[config.mk]
export PLATFORM = sky130hd
export DESIGN_NAME = xm_pipe_stage
export DESIGN_NICKNAME = d
export VERILOG_FILES = /design/src/rtl/xm_pipe_pkg.sv /design/src/rtl/pipe_field_reg.sv /design/src/rtl/xm_pipe_stage.sv
export SDC_FILE = /design/constraint.sdc
export NUM_CORES = 1
export LEC_CHECK = 0
export ABC_AREA = 0
export BUFFER_PORTS_ARGS = -buffer_cell sky130_fd_sc_hd__buf_2
export CELL_PAD_IN_SITES_DETAIL_PLACEMENT = 0
export CELL_PAD_IN_SITES_GLOBAL_PLACEMENT = 1
export CORE_MARGIN = 5
export CORE_UTILIZATION = 37
export DETAILED_ROUTE_END_ITERATION = 6
export PLACE_DENSITY = 0.8
export SLEW_MARGIN = 10
export SYNTH_ARGS = -nofsm -noshare
export SYNTH_HDL_FRONTEND = slang
export SYNTH_SLANG_ARGS = --single-unit
[constraint.sdc]
create_clock -name clk -period 1.9 [get_ports clk]
set_input_delay 0 -clock clk [delete_from_list [all_inputs] [get_ports clk]]
set_output_delay 0 -clock clk [all_outputs]
set_load 0.02 [all_outputs]
[src/rtl/xm_pipe_pkg.sv]
// Shared types for the execute/memory boundary register: stage state, default bubble
// instruction and the beat layout at the default field widths.
package xm_pipe_pkg;

    typedef enum logic [1:0] {
        StEmpty    = 2'd0,
        StFull     = 2'd1,
        StSkidFull = 2'd2
    } xm_state_e;

    localparam int unsigned DefDataW = 32;
    localparam int unsigned DefIrW   = 32;

    localparam logic [DefIrW-1:0] NopIrDefault = '0;

    typedef struct packed {
        logic                valid;
        logic [DefDataW-1:0] o;
        logic [DefDataW-1:0] b;
        logic [DefIrW-1:0]   ir;
    } xm_beat_t;

    function automatic logic [1:0] state_occupancy(input xm_state_e s);
        logic [1:0] occ;
        occ = 2'd0;
        unique case (s)
            StEmpty:    occ = 2'd0;
            StFull:     occ = 2'd1;
            StSkidFull: occ = 2'd2;
            default:    occ = 2'd0;
        endcase
        return occ;
    endfunction

endpackage

[src/rtl/pipe_field_reg.sv]
// Width-parametrised register with load enable and a synchronous clear to a fixed value.
module pipe_field_reg #(
    parameter int unsigned W       = 8,
    parameter logic [W-1:0] CLR_VAL = '0
) (
    input  logic         clk,
    input  logic         clear,
    input  logic         load,
    input  logic [W-1:0] d,
    output logic [W-1:0] q
);

    always_ff @(posedge clk) begin
        if (clear) begin
            q <= CLR_VAL;
        end else if (load) begin
            q <= d;
        end
    end

endmodule

[src/rtl/xm_pipe_stage.sv]
// Execute/memory pipeline boundary register with valid/ready handshake, optional
// two-entry skid buffer and flush-to-bubble.
module xm_pipe_stage
    import xm_pipe_pkg::*;
#(
    parameter int unsigned      DATA_W = 32,
    parameter int unsigned      IR_W   = 32,
    parameter logic [IR_W-1:0]  NOP_IR = NopIrDefault,
    parameter int unsigned      SKID   = 1
) (
    input  logic              clk,
    input  logic              clear,
    input  logic              in_valid,
    output logic              in_ready,
    input  logic [DATA_W-1:0] o_in,
    input  logic [DATA_W-1:0] b_in,
    input  logic [IR_W-1:0]   ir_in,
    input  logic              flush,
    output logic              out_valid,
    input  logic              out_ready,
    output logic [DATA_W-1:0] o_out,
    output logic [DATA_W-1:0] b_out,
    output logic [IR_W-1:0]   ir_out,
    output logic [1:0]        occupancy
);

    typedef struct packed {
        logic              valid;
        logic [DATA_W-1:0] o;
        logic [DATA_W-1:0] b;
        logic [IR_W-1:0]   ir;
    } beat_t;

    localparam int unsigned BEAT_W = $bits(beat_t);
    localparam beat_t BUBBLE = '{valid: 1'b0, o: '0, b: '0, ir: NOP_IR};

    beat_t     main_q, main_d, skid_q, skid_d, in_beat;
    logic      main_load, skid_load, kill;
    logic      in_fire, out_fire, in_ready_q;
    xm_state_e state_q, state_d;

    assign kill      = clear | flush;
    assign out_valid = main_q.valid;
    // Registered ready keeps out_ready off the upstream timing path in skid mode.
    assign in_ready  = (SKID != 0) ? in_ready_q : (!main_q.valid || out_ready);
    assign in_fire   = in_valid & in_ready;
    assign out_fire  = out_valid & out_ready;

    always_comb begin
        in_beat   = '{valid: 1'b1, o: o_in, b: b_in, ir: ir_in};
        main_d    = in_beat;
        main_load = 1'b0;
        skid_d    = in_beat;
        skid_load = 1'b0;
        state_d   = state_q;
        unique case (state_q)
            StEmpty: begin
                if (in_fire) begin
                    main_load = 1'b1;
                    state_d   = StFull;
                end
            end
            StFull: begin
                if (in_fire && out_fire) begin
                    main_load = 1'b1;
                end else if (in_fire) begin
                    skid_load = 1'b1;
                    state_d   = StSkidFull;
                end else if (out_fire) begin
                    main_d    = BUBBLE;
                    main_load = 1'b1;
                    state_d   = StEmpty;
                end
            end
            StSkidFull: begin
                if (out_fire) begin
                    main_d    = skid_q;
                    main_load = 1'b1;
                    skid_d    = BUBBLE;
                    skid_load = 1'b1;
                    state_d   = StFull;
                end
            end
            default: state_d = StEmpty;
        endcase
    end

    always_ff @(posedge clk) begin
        if (clear || flush) begin
            state_q    <= StEmpty;
            in_ready_q <= 1'b1;
        end else begin
            state_q    <= state_d;
            in_ready_q <= (state_d != StSkidFull);
        end
    end

    pipe_field_reg #(
        .W       (BEAT_W),
        .CLR_VAL (BUBBLE)
    ) u_main_reg (
        .clk   (clk),
        .clear (kill),
        .load  (main_load),
        .d     (main_d),
        .q     (main_q)
    );

    if (SKID != 0) begin : g_skid
        pipe_field_reg #(
            .W       (BEAT_W),
            .CLR_VAL (BUBBLE)
        ) u_skid_reg (
            .clk   (clk),
            .clear (kill),
            .load  (skid_load),
            .d     (skid_d),
            .q     (skid_q)
        );
    end else begin : g_no_skid
        assign skid_q = BUBBLE;
    end

    assign o_out     = main_q.o;
    assign b_out     = main_q.b;
    assign ir_out    = main_q.ir;
    assign occupancy = state_occupancy(state_q);

endmodule

# == Word level (Yosys, flattened, before mapping) ==
# Cells that the tools add are included.
# word_totals
in_bits,101
reg_bits,197
wordCells,33
output_inout_bits,100
# op_classes
reduce_logical,3
n_eq_ne,3
n_bitwise,3
n_mux,20
# op_table
op,n
$mux 97,5
$pmux 97 s2,1
$mux 2,5
$pmux 2 s3,1
$mux 1,5
$pmux 2 s2,1
$pmux 1 s3,1
$and 1x1->1,2
$eq 2x1->1 const B,1
$eq 2x2->1 const B,1
$logic_not 2->1,1
$ne 2x2->1 const B,1
$pmux 1 s2,1
$logic_and 1x1->1,1
$logic_or 1x1->1,1
$or 1x1->1,1

# == Depth between registers and ports, before layout ==
# Gate-level depths: netlist of run 1.
# logic_depth
depth_word,6
mapped_depth,10
mapped_depth_nobuf,6

# == Modules after synthesis ==
# A second synthesis of run 1 with hierarchy kept.
# hier_totals
hier_cells,890
hier_area_um2,8841.0
# by_module_without_submodules
module,n_inst,cells_each,area_per_inst_um2,seq_area_each_um2
pipe_field_reg,2,313,3435.8,1941.9
xm_pipe_stage,1,264,1969.4,60.1

# == Least setup slack after synthesis of run 1 ==
# Ideal clock, no wire load.
# synth_timing
path_type,reg2reg
from,register state_q[0]
to,register u_main_reg.q[30]
n_path_buf,3
setup_time_ns,0.120
path_stages_with_launch,10
arrival_time_ns,1.870
required_ns,1.780
synth_period_minus_slack_ns,1.990
path_slack_ns,-0.090
cell_sequence,dfxtp_1 inv_1 ha_1 buf_2 o2bb2ai_1 nand3_1 buf_2 buf_2 a221oi_2 nor2_1
# synth_via
elab_chain_cells,2
word_cells_on_any_way,5
classes_between,eq/ne: 2; mux: 2; reduce/logical: 1
# synth_rtl
element,line,source
"start, declared",xm_pipe_stage.sv:40,"xm_state_e state_q, state_d;"
"start signal, assigned",xm_pipe_stage.sv:90,state_q <= StEmpty;
"start signal, assigned",xm_pipe_stage.sv:93,state_q <= state_d;
$eq 2x2->1 (tied with other cells),xm_pipe_stage.sv:56,unique case (state_q)
$pmux 1 s3 / $pmux 97 s2 (equally long branches),xm_pipe_stage.sv:56,
"end signal, assigned",pipe_field_reg.sv:15,q <= CLR_VAL;
"end signal, assigned",pipe_field_reg.sv:17,q <= d;
"end, declared",pipe_field_reg.sv:10,output logic [W-1:0] q
# Several ways; a longest one is shown, not always the timed one.
# A chain may end at the register's enable or synchronous reset.

# == Final worst setup path of run 1 ==
# layout_timing
from,register state_q[0]
to,register g_skid.u_skid_reg.q[39]
# layout_via
elab_chain_cells,2
word_cells_on_any_way,4
classes_between,eq/ne: 2; mux: 2
# layout_rtl
element,line
$eq 2x2->1 / $eq 2x1->1 (equally long branches),xm_pipe_stage.sv:56
$pmux 1 s2 / $mux 97 (equally long branches),xm_pipe_stage.sv:56
"end signal, assigned",pipe_field_reg.sv:15
"end signal, assigned",pipe_field_reg.sv:17
"end, declared",pipe_field_reg.sv:10
# Several ways; a longest one is shown, not always the timed one.

==> metrics.txt, run 1 <==
Synth area leader sky130_fd_sc_hd__dfxtp_1; final slew viol count 0; flop and latch count out of synthesis 197; post-route insts no fill 1529; maximum level of the CTS H-tree 4; I/O Buffers 200; Place WS 0.04987 ns; Final GP Congestion 0.7761; minimum clock period 1.846 ns; insertion delay of the later-clocked pin in the worst-skew pair 0.43 ns; share of cells above drive strength 1 0.2967; Detailed Route Iter0 Violations 324; max cap viols 0; Top-Level Pins 201; HPWL after detailed placement 15420 µm; crit path max fanout 40; clock root buffer master sky130_fd_sc_hd__clkbuf_16; Critical Setup Path Class reg2reg; TritonCTS clock tree yes; floorplan core area 23470 µm²; buffers from clock root to sink, at most 2; worst vdd ir 0.0005338 V; crit start category flip-flop; via count of the first global-routing pass 7606; CTS sink count 197; sequential fraction of the synthesis area 0.4484; top cells by area in the synthesized netlist sky130_fd_sc_hd__dfxtp_1 45%, sky130_fd_sc_hd__mux2i_1 11%, sky130_fd_sc_hd__a221oi_2 8.5%, sky130_fd_sc_hd__nor2_1 7.5%, sky130_fd_sc_hd__and2_1 6.9%; Achievable Freq 541.8 MHz; post-route standard cell area excluding fillers 12110 µm²; final critical-path share of the clock period 0.9714; Clock Skews 0.009276 ns; status completed; post-layout total power 0.009384 W; actual transition at the worst max-transition pin 0.4588 ns; initial antenna violation count 0; Routed Wire Length 26410 µm; mean area per synthesized cell 9.530 µm²; routed vias 7837; clock-pin slew on the worst setup and hold paths 0.07 ns; Final Core Density 0.5157; aggregate global-route resource usage 0.1834; share of the synthesized area in the top cell type 0.4484; # setup viols final 0; placed insts 1388; most frequent cells in the layout 200 x sky130_fd_sc_hd__buf_2, 197 x sky130_fd_sc_hd__dfxtp_1, 175 x sky130_fd_sc_hd__nor2_1, 97 x sky130_fd_sc_hd__and2_1; count of distinct cell types in the synthesized netlist 36; pin count of the biggest net entering global routing 98; Max-Slew Margin vs Limit 0.6941; most common cell after layout, fill and taps aside sky130_fd_sc_hd__buf_2; endpoint kind of the worst setup timing path flip-flop; n_diodes 0; Die Footprint 26960 µm²; Mapped Area 8796 µm²; total cell area at the placement stage 10310 µm²; class of the tightest hold or removal check in2reg; area growth from synthesis to layout 37.62%; number of placement rows 56; minimum setup slack in the final design 0.05439 ns; Detail Route Antenna Nets 0; Initial Util 0.3747; DRC errors left 0; Inserted Clock Buffers 17; number of hold-slack violations in the final timing report 0; yosys warns 0; drt via density 5.126; detailed-routing iteration count for the pre-antenna-repair pass 5; Final #Nets 1302; Routed WL per cell 17.27 µm; number of instances in the synthesized netlist 923; leak pwr 4.884 nW; Horiz. Die Dim 164.2 µm; required time worst endpoint 2.20 ns; Chip Height 164.2 µm; Critical Path AT 2.15 ns; residual overflow from global routing 0; power density of the placed cells 775.2 nW/µm²; global-route wire length before repair 40040 µm; Syn Nets 1028
[layer usage]
metal  global-route usage  wire (µm)  up-vias
met1               0.2481      12280     3783
met5                    0          0        -
met4              0.04194        249        0
li1                     -          -     3831
met3              0.03789       1412       15
met2               0.3016      12470      208
[what timing repair did]
item                                    CTS  global route
hold buffers                             96             0
endpoints found under the setup margin    0           136
gates resized for setup                   0            13
buffers inserted                          0             9
hold endpoints to repair                192             0
[synth_stat cells (all sizes together)]
cell type and number:
and4 2, buf 36, o2bb2ai 1, ha 4
or2 1, clkbuf 53, and3 1, and2 97
o21ai 83, o211ai 2, a21o 1, a32oi 1
o41ai 18, nand2 3, mux2i 96, nand3 23
nor2 177, a221oi 78, a22oi 1, inv 3
a21boi 2, a21oi 39, a311oi 1, dfxtp 197
nand2b 1, nor3b 1, nand4 1
[state kept, by name (all words and copies together) (netlist names)]
signal	flops
g_skid.u_skid_reg.q	97
u_main_reg.q	97
state_q	2
in_ready	1
[worst paths after layout]
path / start / end / slack, ns / cells after the start
max: state_q[0] / g_skid.u_skid_reg.q[39] / 0.05 / 9
min: clear / u_main_reg.q[51] / 0.12 / 5
max reg2reg: state_q[0] / g_skid.u_skid_reg.q[39] / 0.05 / 9
min reg2reg: g_skid.u_skid_reg.q[96] / g_skid.u_skid_reg.q[96] / 0.46 / 2
[stage by stage]
step | TNS, ns | hold WS (ns)
2_1_floorplan | 0 | 0.1468
3_3_place_gp | 0 | 0.2486
3_5_place_dp | 0 | 0.2610
4_1_cts | 0 | 0.08623
5_1_grt | -0.5868 | 0.1143
6_report | 0 | 0.1162
[logic make-up after synthesis]
kind of cell,share of synthesized area
flip-flops,0.4484
AND/OR/NAND/NOR,0.1649
AO/OA/AOI/OAI,0.2211
multiplexers,0.1092
buffers and inverters,0.05078
adder cells (fa/ha/maj),0.005690
[power by group]
part	switching (W)	leakage [nW]	internal [W]	total [W]
Clock	0.00170	0.303	0.00215	0.00384
Combinational	0.000713	2.98	0.000548	0.00126
Sequential	0.0000523	1.60	0.00423	0.00428
[critical path: stages (launching register included)]
cell and delay (ns):
sky130_fd_sc_hd__dfxtp_1 0.31, sky130_fd_sc_hd__inv_1 0.17, sky130_fd_sc_hd__ha_4 0.19, sky130_fd_sc_hd__buf_4 0.14
sky130_fd_sc_hd__nand4_1 0.11, sky130_fd_sc_hd__buf_4 0.20, sky130_fd_sc_hd__buf_6 0.21, sky130_fd_sc_hd__and2_1 0.20
sky130_fd_sc_hd__mux2i_1 0.14, sky130_fd_sc_hd__nor2_1 0.05
[area by class of cell]
class	count	area, µm²
multi-input combinational	634	4528
sequential	197	3944
fill	2134	11370
timing repair buffer	344	2610
tap	319	399.1
inverter	3	11.26
clock buffer	20	446.7
clock inverter	12	166.4
No activity file was read; power rests on OpenSTA's default activity.
==> inputs of run 2 (changes only) <==
==> constraint.sdc (replaced) <==
create_clock -name clk -period 1.9 [get_ports clk]
set_input_delay 0.095 -clock clk [delete_from_list [all_inputs] [get_ports clk]]
set_output_delay 0.095 -clock clk [all_outputs]
set_load 0.02 [all_outputs]
==> run 2 against run 1 <==
  * Power decreased by 2.4%
  * Non-clock buffer count increased by 10
  * Sequential power about the same
  * Die area unchanged
  * Highest routed layer unchanged
==> metrics.txt, run 2 (same netlist as run 1, synthesis figures left out) <==
worst vdd ir 0.0004039 V; most frequent cells in the layout 200 x sky130_fd_sc_hd__buf_2, 197 x sky130_fd_sc_hd__dfxtp_1, 175 x sky130_fd_sc_hd__nor2_1, 97 x sky130_fd_sc_hd__and2_1, 96 x sky130_fd_sc_hd__dlygate4sd3_1; registers with the most flip-flops g_skid.u_skid_reg.q: 97 flops, u_main_reg.q: 97 flops, state_q: 2 flops; clock root buffer master sky130_fd_sc_hd__clkbuf_16; initial antenna violation count 0; worst hold slack across all endpoints 0.2110 ns; power density of the placed cells 751.0 nW/µm²; status completed; Critical Path AT 2.22 ns; I/O Buffers 200; Achievable Freq 532.0 MHz; maximum level of the CTS H-tree 4; clock-pin slew on the worst setup and hold paths 0.08 ns; global-route wire length before repair 40110 µm; most common cell after layout, fill and taps aside sky130_fd_sc_hd__buf_2; n_diodes 0; actual transition at the worst max-transition pin 0.4255 ns; via count of the first global-routing pass 7645; minimum clock period 1.880 ns; DRC errors left 0; Detailed Route Iter0 Violations 426; Chip Height 164.2 µm; max cap viols 0; Final GP Congestion 0.7906; aggregate global-route resource usage 0.1845; leak pwr 4.930 nW; Critical Setup Path Class reg2reg; buffers from clock root to sink, at most 2; area growth from synthesis to layout 38.65%; final setup TNS 0 ns; required time worst endpoint 2.24 ns; Top-Level Pins 201; Met1 Routed Length 12600 µm; HPWL after detailed placement 15210 µm; RSZ-0062 raised after global routing yes; class of the tightest hold or removal check in2reg; Max-Slew Margin vs Limit 0.7164; insertion delay of the later-clocked pin in the worst-skew pair 0.43 ns; top sig layer met4; routed vias 7810; number of placement rows 56; Inserted Clock Buffers 17; total cell area at the placement stage 10290 µm²; crit start category flip-flop; number of hold-slack violations in the final timing report 0; pin count of the biggest net entering global routing 98; total met3 wirelength after detailed routing 1447 µm; post-route standard cell area excluding fillers 12200 µm²; Routed met2 length 12430 µm; crit path max fanout 11; residual overflow from global routing 0; Routed WL per cell 17.36 µm; endpoint kind of the worst setup timing path flip-flop; # setup viols final 0; floorplan core area 23470 µm²; drt via density 5.075; Detail Route Antenna Nets 0; CTS sink count 197; Clock Skews 0.007504 ns; Die Footprint 26960 µm²; final critical-path share of the clock period 0.9893; Routed Wire Length 26720 µm; Final #Nets 1312; Horiz. Die Dim 164.2 µm; detailed-routing iteration count for the pre-antenna-repair pass 4; final slew viol count 0; share of cells above drive strength 1 0.3082; TritonCTS clock tree yes; Initial Util 0.3747
[run 2: cell types whose count changed in the layout (fill, tap and decap cells not counted), sizes merged]
cell	before	now
buf	245	252
bufinv	3	0
clkinvlp	0	3
clkbuf	23	24
clkinv	4	3
inv	8	11
[run 2: layout make-up]
class                      instances  area (µm²)
clock buffer                      18       439.2
clock inverter                    14       136.4
fill                            2121       11280
inverter                           3       11.26
multi-input combinational        634        4536
sequential                       197        3944
tap                              319       399.1
timing repair buffer             354        2730
[run 2: power breakdown]
part,total (W),internal [W],leakage [nW],switching [W]
Clock,0.00357,0.00178,0.275,0.00178
Sequential,0.00429,0.00423,1.60,0.0000564
Combinational,0.00130,0.000575,3.06,0.000729
Total,0.00916,0.00659,4.93,0.00257
[run 2: path summary, 6_finish.rpt]
| path | start | to | slack, ns | cells past startpoint |
|---|---|---|---|---|
| min | in_valid | state_q[1] | 0.21 | 4 |
| max reg2reg | state_q[0] | u_main_reg.q[84] | 0.02 | 8 |
| min reg2reg | g_skid.u_skid_reg.q[96] | g_skid.u_skid_reg.q[96] | 0.46 | 2 |
| max | state_q[0] | u_main_reg.q[84] | 0.02 | 8 |
[run 2: timing repair]
| action | in CTS | in global routing |
|---|---|---|
| buffers inserted | 0 | 15 |
| gates cloned | 0 | 7 |
| endpoints found under the setup margin | 4 | 67 |
| pin swaps | 0 | 3 |
| endpoints found under the hold margin | 185 | 0 |
| hold buffers | 96 | 0 |
| resized for setup | 1 | 24 |
[run 2: worst max-delay path, cell delays in order, from the launching register on]
cell,delay (ns)
sky130_fd_sc_hd__dfxtp_1,0.33
sky130_fd_sc_hd__inv_1,0.10
sky130_fd_sc_hd__ha_2,0.40
sky130_fd_sc_hd__nand2_1,0.10
sky130_fd_sc_hd__nor2_4,0.23
sky130_fd_sc_hd__buf_4,0.19
sky130_fd_sc_hd__clkbuf_16,0.17
sky130_fd_sc_hd__a21oi_1,0.08
sky130_fd_sc_hd__o41ai_2,0.18
[run 2: layer usage]
layer | vias to the layer above | GRT usage
met3 | 20 | 0.03814
met5 | - | 0
met1 | 3740 | 0.2510
met4 | 0 | 0.03851
met2 | 198 | 0.3037
li1 | 3852 | -
[run 2: through the flow]
step / worst slack (ns) / instances / total power, W / util
after global placement: 0.03541 / 1389 / 0.005470 / 0.4384
after detailed placement: -0.009813 / 1389 / 0.005474 / 0.4384
after global routing: -0.05049 / 1539 / 0.009560 / 0.5196
after CTS: 0.007416 / 1517 / 0.009224 / 0.5040
final: 0.02028 / 1539 / 0.009158 / 0.5196
after floorplan: 0.01790 / 923 / 0.005009 / -
==> inputs of run 3 (changes only) <==
--- a/config.mk
+++ b/config.mk
@@ -10,9 +10,11 @@
 export CELL_PAD_IN_SITES_DETAIL_PLACEMENT = 0
 export CELL_PAD_IN_SITES_GLOBAL_PLACEMENT = 1
 export CORE_MARGIN = 5
-export CORE_UTILIZATION = 37
+export CORE_UTILIZATION = 38
+export CTS_BUF_LIST = sky130_fd_sc_hd__clkbuf_4 sky130_fd_sc_hd__clkbuf_8
 export DETAILED_ROUTE_END_ITERATION = 6
-export PLACE_DENSITY = 0.8
+export PLACE_DENSITY = 0.82
+export RECOVER_POWER = 100
 export SLEW_MARGIN = 10
 export SYNTH_ARGS = -nofsm -noshare
 export SYNTH_HDL_FRONTEND = slang
==> run 3 against run 2 <==
  * Critical path depth is 2 lower
  * Cell count shrank 2.3%
  * Sequential power about the same
  * Largest cell class unchanged
  * Flip-flop and latch count stayed put
  * Final area fell by 1.5%
  * Clock power shrank 20%
  * Via count is essentially flat
  * Critical path type unchanged
==> metrics.txt, run 3 (same netlist as run 1, synthesis figures left out) <==
Chip Height 162.1 µm; Switching Power 0.002336 W; DRC errors left 0; Critical Path AT 2.22 ns; routed vias 7806; share of total power in the clock network 0.336; max cap viols 0; Clock Skews 0.01587 ns; Detailed Route Iter0 Violations 457; Critical Setup Path Class reg2reg; share of cells above drive strength 1 0.2422; worst vdd ir 0.0004120 V; final critical-path share of the clock period 0.9807; clock root buffer master sky130_fd_sc_hd__clkbuf_8; Die Footprint 26290 µm²; drt via density 5.190; cell internal power dissipation 0.006173 W; final slew viol count 0; total cell area at the placement stage 10310 µm²; top sig layer met4; Final #Nets 1311; area growth from synthesis to layout 36.52%; endpoint kind of the worst setup timing path flip-flop; post-route insts no fill 1504; maximum level of the CTS H-tree 4; via count of the first global-routing pass 7768; clock-pin slew on the worst setup and hold paths 0.10 ns; actual transition at the worst max-transition pin 0.5804 ns; post-layout total power 0.008510 W; Achievable Freq 536.7 MHz; buffers from clock root to sink, at most 2; crit start category flip-flop; TritonCTS clock tree yes; Final GP Congestion 0.7367; power density of the placed cells 708.7 nW/µm²; class of the tightest hold or removal check in2reg; Horiz. Die Dim 162.1 µm; leak pwr 4.484 nW; Met1 Routed Length 12290 µm; # setup viols final 0; sequential share of power 0.505; insertion delay of the later-clocked pin in the worst-skew pair 0.46 ns; switching share of power 0.2745; Max-Slew Margin vs Limit 0.6131; Final Core Density 0.5288; most common cell after layout, fill and taps aside sky130_fd_sc_hd__dfxtp_1; status completed; most frequent cells in the layout 194 x sky130_fd_sc_hd__dfxtp_1, 175 x sky130_fd_sc_hd__nor2_1, 101 x sky130_fd_sc_hd__buf_2, 99 x sky130_fd_sc_hd__clkbuf_1, 97 x sky130_fd_sc_hd__and2_1; total met3 wirelength after detailed routing 1215 µm; Top-Level Pins 201; floorplan core area 22710 µm²; global-route wire length before repair 41170 µm; CTS sink count 197; Routed Wire Length 26320 µm; HPWL after detailed placement 15790 µm; final setup TNS 0 ns; detailed-routing iteration count for the pre-antenna-repair pass 5; aggregate global-route resource usage 0.1905; number of placement rows 55; initial antenna violation count 1; Inserted Clock Buffers 17; I/O Buffers 200; portion of total power attributed to combinational logic 0.159; Routed WL per cell 17.50 µm; Detail Route Antenna Nets 0; placed insts 1360; minimum clock period 1.863 ns; Routed met2 length 12410 µm; post-route standard cell area excluding fillers 12010 µm²; Initial Util 0.3873; pin count of the biggest net entering global routing 98; residual overflow from global routing 0; crit path max fanout 6; registers with the most flip-flops g_skid.u_skid_reg.q: 97 flops, u_main_reg.q: 97 flops, state_q: 2 flops; number of hold-slack violations in the final timing report 0; required time worst endpoint 2.26 ns
[run 3: cell count changes in the layout (fill, tap and decap cells not counted), moves of 3 or more]
cell                        change
sky130_fd_sc_hd__inv_8          -4
sky130_fd_sc_hd__clkbuf_4       +4
sky130_fd_sc_hd__o21ai_1       +41
sky130_fd_sc_hd__buf_2         -99
sky130_fd_sc_hd__dfxtp_1        -3
sky130_fd_sc_hd__clkbuf_8      +16
sky130_fd_sc_hd__bufinv_16      +3
sky130_fd_sc_hd__o21ai_2       +18
sky130_fd_sc_hd__clkbuf_16     -20
sky130_fd_sc_hd__buf_4          -8
sky130_fd_sc_hd__clkbuf_1      +99
sky130_fd_sc_hd__o21ai_0       -59
[run 3: layout make-up]
class	instances	area [µm²]
clock buffer	20	256.5
tap	285	356.6
multi-input combinational	636	4638
inverter	3	13.76
timing repair buffer	351	2638
sequential	197	3953
clock inverter	11	150.1
fill	2082	10700
antenna	1	2.502
[run 3: final timing paths]
path,start,endpoint,slack [ns],depth (start not counted)
worst max register to register,state_q[1],u_main_reg.q[71],0.04,6
worst min-delay path,out_ready,in_ready,0.16,4
worst max-delay path,state_q[1],u_main_reg.q[71],0.04,6
worst min register to register,g_skid.u_skid_reg.q[96],g_skid.u_skid_reg.q[96],0.48,2
[run 3: metrics by stage]
step / worst slack [ns] / hold WS [ns]
5_1_grt: -0.03477 / 0.1807
3_3_place_gp: 0.01377 / 0.3487
4_1_cts: -0.003998 / 0.1297
6_report: 0.03669 / 0.1621
3_5_place_dp: -0.07012 / 0.3530
2_1_floorplan: 0.01790 / 0.2418
[run 3: per-layer routing]
| layer | global-route usage | vias to the layer above |
|---|---|---|
| met5 | 0 | - |
| met1 | 0.2590 | 3722 |
| met4 | 0.05421 | 0 |
| li1 | - | 3851 |
| met3 | 0.03349 | 26 |
| met2 | 0.3122 | 207 |
[run 3: worst max-delay path, stage by stage (launching register included)]
cell                      delay (ns)
sky130_fd_sc_hd__dfxtp_4        0.37
sky130_fd_sc_hd__inv_2          0.09
sky130_fd_sc_hd__ha_4           0.15
sky130_fd_sc_hd__nand3_1        0.21
sky130_fd_sc_hd__a21o_2         0.39
sky130_fd_sc_hd__buf_4          0.21
sky130_fd_sc_hd__o41ai_2        0.34
[run 3: power by group through the flow]
stage               Sequential [W]  Combinational [W]  Clock (W)
floorplan                  0.00450           0.000514          0
global placement           0.00438            0.00110          0
detailed placement         0.00438            0.00111          0
CTS                        0.00429            0.00127    0.00294
global route               0.00431            0.00145    0.00312
finish                     0.00430            0.00135    0.00286
[run 3: repair_timing]
action / in CTS / in global routing
hold buffers: 96 / 0
gates resized for setup: 5 / 109
endpoints found under the setup margin: 66 / 175
pin swaps: 2 / 5
buffers inserted: 3 / 6
cloned: 2 / 6
hold endpoints to repair: 191 / 0
